### config.mk
export PLATFORM = sky130hd
export DESIGN_NAME = run_ctrl
export DESIGN_NICKNAME = d
export VERILOG_FILES = /design/src/rtl/mips_pkg.sv /design/src/rtl/edge_sync.sv /design/src/rtl/run_ctrl.sv
export SDC_FILE = /design/constraint.sdc
export NUM_CORES = 1
export LEC_CHECK = 0
export ABC_AREA = 1
export BUFFER_PORTS_ARGS = -buffer_cell sky130_fd_sc_hd__buf_2
export CAP_MARGIN = 20
export CELL_PAD_IN_SITES_DETAIL_PLACEMENT = 0
export CELL_PAD_IN_SITES_GLOBAL_PLACEMENT = 1
export CORE_MARGIN = 2
export CORE_UTILIZATION = 35
export DETAILED_ROUTE_END_ITERATION = 6
export PLACE_DENSITY = 0.86
export SYNTH_ARGS = -nofsm -noshare
export SYNTH_HDL_FRONTEND = slang
export SYNTH_SLANG_ARGS = --single-unit
### constraint.sdc
create_clock -name clk -period 2.4 [get_ports clk]
set_clock_uncertainty 0.15 [all_clocks]
set_input_delay 0.72 -clock clk [delete_from_list [all_inputs] [get_ports clk]]
set_output_delay 0.72 -clock clk [all_outputs]
set_load 0.005 [all_outputs]
### src/rtl/mips_pkg.sv
// Shared definitions for the single-cycle MIPS core control blocks:
// the run-controller state encoding and the display source selections.
package mips_pkg;

    // Execution states of the run controller.
    typedef enum logic [2:0] {
        IDLE  = 3'd0,
        RUN   = 3'd1,
        STEP  = 3'd2,
        PAUSE = 3'd3,
        HALT  = 3'd4
    } run_state_t;

    // Display source selections on the disp_sel switches.
    localparam logic [2:0] DISP_CYC      = 3'd0;
    localparam logic [2:0] DISP_UNCOND   = 3'd1;
    localparam logic [2:0] DISP_COND     = 3'd2;
    localparam logic [2:0] DISP_COND_SUC = 3'd3;
    localparam logic [2:0] DISP_SYS      = 3'd4;
    localparam logic [2:0] DISP_ROT      = 3'd7;

    // Highest index visited by the auto-rotate sequence.
    localparam logic [2:0] ROT_LAST_IDX  = DISP_SYS;

    // The datapath is only allowed to advance in these two states.
    function automatic logic state_enables_cpu(input run_state_t s);
        return (s == RUN) || (s == STEP);
    endfunction

endpackage

### src/rtl/edge_sync.sv
// Two-flop synchronizer for an asynchronous button level followed by a
// third flop, producing a single-cycle pulse on each rising edge.
// No debouncing is done here; the board wrapper handles that.
module edge_sync (
    input  logic clk,
    input  logic rst,
    input  logic async_in,
    output logic pulse
);

    logic s1_q, s2_q, s3_q;
    logic s1_d, s2_d, s3_d;

    // Shift the raw level down the synchronizer chain.
    always_comb begin
        s1_d = async_in;
        s2_d = s1_q;
        s3_d = s2_q;
    end

    // Synchronizer and edge-detect flops, cleared by reset.
    always_ff @(posedge clk) begin
        if (rst) begin
            s1_q <= 1'b0;
            s2_q <= 1'b0;
            s3_q <= 1'b0;
        end else begin
            s1_q <= s1_d;
            s2_q <= s2_d;
            s3_q <= s3_d;
        end
    end

    assign pulse = s2_q & ~s3_q;

endmodule

### src/rtl/run_ctrl.sv
// Execution controller for the single-cycle MIPS core. Sequences
// RUN / STEP / PAUSE / HALT from the go button and the syscall halt
// request, and schedules which statistic counter drives the display,
// including an auto-rotate mode that cycles through all five counters.
module run_ctrl
    import mips_pkg::*;
#(
    parameter int unsigned ROT_CYCLES = 50_000_000
) (
    input  logic        clk,
    input  logic        rst,
    input  logic        go,
    input  logic        step_mode,
    input  logic        halt_req,
    input  logic [2:0]  disp_sel,
    input  logic [31:0] stat_cyc,
    input  logic [31:0] stat_uncond,
    input  logic [31:0] stat_cond,
    input  logic [31:0] stat_cond_suc,
    input  logic [31:0] stat_sys,
    output logic        cpu_en,
    output logic        halted,
    output logic [31:0] disp_value,
    output logic [2:0]  disp_idx
);

    localparam logic [31:0] ROT_LAST = 32'(ROT_CYCLES - 1);

    logic go_pulse;

    run_state_t  state_q, state_d;
    logic        cpu_en_q, cpu_en_d;
    logic        halted_q, halted_d;

    logic [31:0] rot_cnt_q, rot_cnt_d;
    logic [2:0]  rot_idx_q, rot_idx_d;
    logic        rot_active_q, rot_active_d;
    logic [31:0] disp_value_q, disp_value_d;
    logic [2:0]  disp_idx_q, disp_idx_d;

    edge_sync u_go_sync (
        .clk      (clk),
        .rst      (rst),
        .async_in (go),
        .pulse    (go_pulse)
    );

    // Pick one statistic by display index; unused indices show zero.
    function automatic logic [31:0] pick_stat(
        input logic [2:0]  idx,
        input logic [31:0] s_cyc,
        input logic [31:0] s_uncond,
        input logic [31:0] s_cond,
        input logic [31:0] s_cond_suc,
        input logic [31:0] s_sys
    );
        logic [31:0] v;
        case (idx)
            DISP_CYC:      v = s_cyc;
            DISP_UNCOND:   v = s_uncond;
            DISP_COND:     v = s_cond;
            DISP_COND_SUC: v = s_cond_suc;
            DISP_SYS:      v = s_sys;
            default:       v = 32'd0;
        endcase
        return v;
    endfunction

    // Next-state rules; halt_req wins over everything in the enabled
    // states, and go_pulse is only honoured while the core is stopped.
    always_comb begin
        state_d = state_q;
        case (state_q)
            IDLE, PAUSE, HALT: begin
                if (go_pulse) begin
                    state_d = step_mode ? STEP : RUN;
                end
            end
            RUN: begin
                if (halt_req) begin
                    state_d = HALT;
                end else if (step_mode) begin
                    state_d = PAUSE;
                end
            end
            STEP: begin
                state_d = halt_req ? HALT : PAUSE;
            end
            default: begin
                state_d = IDLE;
            end
        endcase
        cpu_en_d = state_enables_cpu(state_d);
        halted_d = (state_d == HALT);
    end

    // FSM register with Moore outputs decoded from the next state so that
    // cpu_en and halted come straight from flops.
    always_ff @(posedge clk) begin
        if (rst) begin
            state_q  <= IDLE;
            cpu_en_q <= 1'b0;
            halted_q <= 1'b0;
        end else begin
            state_q  <= state_d;
            cpu_en_q <= cpu_en_d;
            halted_q <= halted_d;
        end
    end

    // Display scheduler: fixed selection passes the chosen counter through;
    // rotate mode restarts at index 0 on entry and advances the index each
    // time the dwell counter wraps, always showing the live counter value.
    always_comb begin
        rot_cnt_d    = 32'd0;
        rot_idx_d    = 3'd0;
        rot_active_d = (disp_sel == DISP_ROT);
        disp_idx_d   = 3'd0;
        disp_value_d = 32'd0;
        if (disp_sel == DISP_ROT) begin
            if (!rot_active_q) begin
                rot_cnt_d = 32'd0;
                rot_idx_d = 3'd0;
            end else if (rot_cnt_q == ROT_LAST) begin
                rot_cnt_d = 32'd0;
                rot_idx_d = (rot_idx_q == ROT_LAST_IDX) ? 3'd0 : rot_idx_q + 3'd1;
            end else begin
                rot_cnt_d = rot_cnt_q + 32'd1;
                rot_idx_d = rot_idx_q;
            end
            disp_idx_d   = rot_idx_d;
            disp_value_d = pick_stat(rot_idx_d, stat_cyc, stat_uncond, stat_cond,
                                     stat_cond_suc, stat_sys);
        end else if (disp_sel <= DISP_SYS) begin
            disp_idx_d   = disp_sel;
            disp_value_d = pick_stat(disp_sel, stat_cyc, stat_uncond, stat_cond,
                                     stat_cond_suc, stat_sys);
        end
    end

    // Display registers, cleared by reset so rotation restarts afterwards.
    always_ff @(posedge clk) begin
        if (rst) begin
            rot_cnt_q    <= 32'd0;
            rot_idx_q    <= 3'd0;
            rot_active_q <= 1'b0;
            disp_idx_q   <= 3'd0;
            disp_value_q <= 32'd0;
        end else begin
            rot_cnt_q    <= rot_cnt_d;
            rot_idx_q    <= rot_idx_d;
            rot_active_q <= rot_active_d;
            disp_idx_q   <= disp_idx_d;
            disp_value_q <= disp_value_d;
        end
    end

    assign cpu_en     = cpu_en_q;
    assign halted     = halted_q;
    assign disp_value = disp_value_q;
    assign disp_idx   = disp_idx_q;

endmodule

==> key figures <==
Status
  – Outcome: completed

Clocking
  – Max clock buf depth: 2
  – Max H-tree Level: 3
  – Skew-Pair Late Insertion Delay: between 0.3 and 0.4 ns
  – Root Buffer Master: clkbuf_16
  – CTS tree: done
  – Number of buffers created by CTS: 9
  – CTS sink cnt: 79
  – Clock-pin slew of the registers on the worst-case setup and hold paths: 0.07 ns

Final layout
  – Util after Layout: approximately 49%
  – Sequential cell area: 0.00159 mm^2
  – Number of nets in the final layout: roughly 1300
  – Area taken by multi-input logic gates: 0.00374 mm^2
  – Non-filler instance count after layout: 1394
  – Fraction of layout cells with a size suffix above 1: around 29%
  – Fin area: approximately 0.0084 mm^2
  – Area growth from synthesis to layout: 35.0%
  – Fillers: around 1800

Power and ir drop
  – Sequential share of power: roughly two fifths
  – Maximum ir drop on the vdd rail: ~0.4 mV
  – Fraction of power spent switching nets: approximately 29%
  – Reported leakage power: 0.00400 uW
  – Int Pwr: between 2000 and 2500 uW
  – Portion of total power attributed to combinational logic: 17.1%
  – Portion of total power attributed to the clock network: 43.4%
  – Ratio of total power to cell area: 417 mW/mm^2
  – Net switching component of the power: around 1000 uW

Placement
  – Post-placement worst setup slack: approximately 0.047 ns
  – Count of buffers from port buffering: 204
  – Number of cells in the design after placement: ~1400
  – Cell area after placement: 0.00778 mm^2
  – Final weighted congestion in routability-driven placement: 0.859
  – DP HPWL: 16400 um

GRT
  – Wire length of the first global-routing pass: 37500 um
  – Via count of the first global-routing pass: approximately 7300
  – Global router's overall resource usage: 25.2%
  – Antenna violations before repair: 1
  – GRT Residual Overflow: 0
  – Largest net degree at the start of global routing: 58

Timing
  – Smallest setup slack after layout: approximately 0.099 ns
  – Final critical-path share of the clock period: between 90 and 100%
  – Highest achievable clock rate: around 430 MHz
  – Total of endpoints with negative setup slack in the final report: 0
  – RSZ-0062 raised after global routing: yes
  – Post-route minimum period: roughly 2.3 ns
  – Final sum of negative setup slack: 0 ns
  – Relative slew slack: about three fifths
  – Number of max-slew violations in the final report: 0
  – Count of endpoints failing hold in the final timing report: 0
  – Worst Max-Slew Pin Slew: approximately 0.6 ns

Flow run
  – Max-cap violation count: 0

Synthesis
  – Most used flip-flop cell after synthesis: dfxtp_1
  – Synthesis-stage register bit count: between 70 and 80
  – Post-synthesis cell type with the largest combined area: dfxtp_1
  – Most area-consuming cells after synthesis: dfxtp_1 25%, nand4_1 17%, inv_1 8.2%, nand3_1 6.7%, nand2_1 6.2%
  – Distinct cells, synth: 37
  – Synthesized area divided by synthesized cell count: ~6.5 um^2
  – Share of synthesized flip-flops with an asynchronous set or reset: 0%
  – Number of enable flip-flop cells after synthesis: 0
  – Net count after synthesis: roughly 1100
  – Post-Syn Instances: approximately 960
  – Number of warning messages in the yosys log: 0
  – Post-synthesis instance area: about 0.0062 mm^2
  – Sequential-to-total area share from yosys stat: 25.3%
  – Proportion of netlist area held by the largest area contributor: 25.3%

Floorplanning
  – Cell row count: 48
  – Area of the die: 0.0189 mm^2
  – # IOs: between 200 and 250
  – Die outline height: 138 um
  – Initial standard-cell utilization of the core: between 30 and 40%
  – Core Area: approximately 0.017 mm^2
  – Die span in x: about 140 um

Worst setup path
  – Required arrival time at the worst endpoint: roughly 2.5 ns
  – CP dominant cell by count: nand2_2
  – Kind of capture point of the worst setup path: flop
  – Crit start category: flop
  – Launching point of the worst reg2reg path: rot_cnt_q[0]
  – Worst reg2reg path depth: 15
  – WP buf/inv: 3
  – Minimum setup slack among reg-to-reg paths: 0.1 ns
  – Data arrival time of the critical path: around 2.4 ns
  – Library cell contributing the largest single delay on the critical path: dfxtp_4
  – Crit-path cells: ha_4 > nand2_2 > nor2_4 > buf_4 > nand2_2 > nor2_4 > nand2_2 > nand2_2 > nand3_4 > buf_12 > clkbuf_16 > nand4_1 > nand3_1 > o21bai_1 > a21oi_1
  – Delay of the slowest cell on the worst path: between 0.3 and 0.4 ns
  – Family with the most delay on the worst path: simple AND/OR/NAND/NOR gates
  – Reg-to-Reg End: disp_value[0]
  – Max Fanout on Critical Path: 14
  – Critical path class: reg2reg

Route
  – Number of routed nets with antenna violations: 0
  – Number of DRC violations after detailed-routing iteration 0: 767
  – Number of design rule violations left after detail routing: 0
  – Routed vias: 8057
  – First-pass DRT Iterations: 7
  – Detailed-route wire length: approximately 26000 um
  – Routed wirelength normalized by instance count: 18.4 um
  – Drt via density: slightly below 6

Worst hold path
  – Worst hold stages: 2
  – Hold Crit Endpoint: u_go_sync.s2_q
  – Worst min-delay path class: reg2reg
  – Beginning of the worst hold path: u_go_sync.s1_q
==> per-layer routing <==
metal  track usage, %  up-vias  wire [um]
met5                0        -          0
met4             6.70        0        427
met3             7.03       48       2420
met2             41.3      426      12100
met1             32.5     3724      10600
li1                 -     3859          -
==> timing repair <==
action                     in CTS  in global routing
buffers inserted                0                  2
setup endpoints to repair       0                 37
gates resized for setup         0                 37
hold buffers                    0                  0
==> logic make-up (layout without fill, tap and decap cells) <==
group / after synthesis / count (layout) / share of synthesized area [%]
AND/OR/NAND/NOR: 436 / 436 / 36.5
buffers and inverters: 235 / 438 / 16.1
AO/OA/AOI/OAI: 205 / 205 / 20.8
flip-flops: 79 / 79 / 25.3
XOR/XNOR: 5 / 5 / 0.702
adder cells (fa/ha/maj): 3 / 3 / 0.602
other: 0 / 3 / 0
==> power groups by stage <==
stage          clock [uW]  sequential [uW]  combinational [uW]
6_report             1520             1390                 602
5_1_grt              1590             1390                 653
2_1_floorplan           0             1420                 250
3_5_place_dp            0             1420                 589
3_3_place_gp            0             1420                 588
4_1_cts              1540             1390                 591
==> per-stage QoR <==
stage / total power [uW] / hold slack [ns]
after floorplan: 1670 / 0.238
after global placement: 2010 / 0.247
after detailed placement: 2010 / 0.246
after CTS: 3520 / 0.260
after global routing: 3630 / 0.308
final: 3510 / 0.258
==> Yosys cell counts (2+ instances only) <==
cell type  count
a21oi_1       55
a311oi_1      32
a32oi_1        2
buf_2         35
buf_4         13
buf_6          3
clkbuf_1      34
dfxtp_1       79
ha_1           3
inv_1        137
inv_2         11
nand2_1      103
nand3_1       83
nand3_2        2
nand4_1      166
nor2_1        47
nor2_2         6
nor3_1        11
nor3_2         3
nor3b_1        3
nor4_1         4
o21a_1         4
o21ai_0       41
o21ai_1        2
o21bai_1      33
o22ai_1       33
o32ai_1        2
or2_2          4
xnor2_1        2
xor2_1         3
==> cells in the final DEF (no fill, tap or decap), types with 2 or more instances in the layout <==
| master | netlist | layout |
|---|---|---|
| buf_12 | 0 | 19 |
| nor4_1 | 4 | 4 |
| xor2_1 | 3 | 3 |
| o22ai_1 | 33 | 33 |
| ha_1 | 3 | 2 |
| o32ai_1 | 2 | 2 |
| o21bai_1 | 33 | 33 |
| nand2_1 | 103 | 98 |
| o21a_1 | 4 | 4 |
| diode_2 | 0 | 3 |
| clkbuf_16 | 0 | 15 |
| buf_6 | 3 | 4 |
| nand3_4 | 1 | 3 |
| nor2_2 | 6 | 7 |
| xnor2_1 | 2 | 2 |
| nor3b_1 | 3 | 3 |
| nor3_2 | 3 | 3 |
| a21oi_1 | 55 | 55 |
| a311oi_1 | 32 | 32 |
| buf_4 | 13 | 37 |
| nor2_1 | 47 | 43 |
| nand3_1 | 83 | 82 |
| nor3_4 | 1 | 2 |
| nand4_1 | 166 | 166 |
| dfxtp_1 | 79 | 77 |
| or2_2 | 4 | 4 |
| nor3_1 | 11 | 10 |
| buf_2 | 35 | 204 |
| inv_6 | 0 | 4 |
| nand2_2 | 1 | 6 |
| o21ai_1 | 2 | 2 |
| nor2_4 | 0 | 3 |
| inv_2 | 11 | 11 |
| a32oi_1 | 2 | 2 |
| o21ai_0 | 41 | 41 |
| inv_1 | 137 | 137 |
==> flip-flops by register name, summed over array words and instances, names as in the netlist <==
name            cells
disp_idx            3
halted              1
state_q             3
rot_idx_q           3
cpu_en              1
rot_cnt_q          32
rot_active_q        1
disp_value         32
u_go_sync.s3_q      1
u_go_sync.s1_q      1
u_go_sync.s2_q      1
==> worst max-delay path by stage <==
stage	from	end	slack (ns)	depth (start not counted)
floorplan	disp_sel[2]	rot_cnt_q[21]	0.15	11
global placement	rot_cnt_q[0]	disp_value[11]	0.11	14
detailed placement	rot_cnt_q[0]	disp_value[15]	0.05	12
CTS	rot_cnt_q[0]	disp_value[8]	0.03	12
global route	rot_cnt_q[0]	disp_value[23]	-0.05	15
finish	rot_cnt_q[0]	disp_value[0]	0.1	15
==> area by class of cell <==
type                       count  share of cell area (%)
inverter                     150                    6.92
sequential                    79                    18.8
clock inverter                 6                   0.876
multi-input combinational    649                    44.4
timing repair buffer         272                    22.8
tap                          225                    3.34
clock buffer                  10                    2.84
antenna                        3                  0.0891
==> worst register-to-register path: stages, from the launching register on <==
cell       delay [ns]
dfxtp_4          0.36
ha_4             0.13
nand2_2          0.07
nor2_4           0.12
buf_4            0.13
nand2_2          0.06
nor2_4           0.10
nand2_2          0.08
nand2_2          0.10
nand3_4          0.08
buf_12           0.18
clkbuf_16        0.19
nand4_1          0.10
nand3_1          0.09
o21bai_1         0.13
a21oi_1          0.08
(Power assumes the default switching activity.)
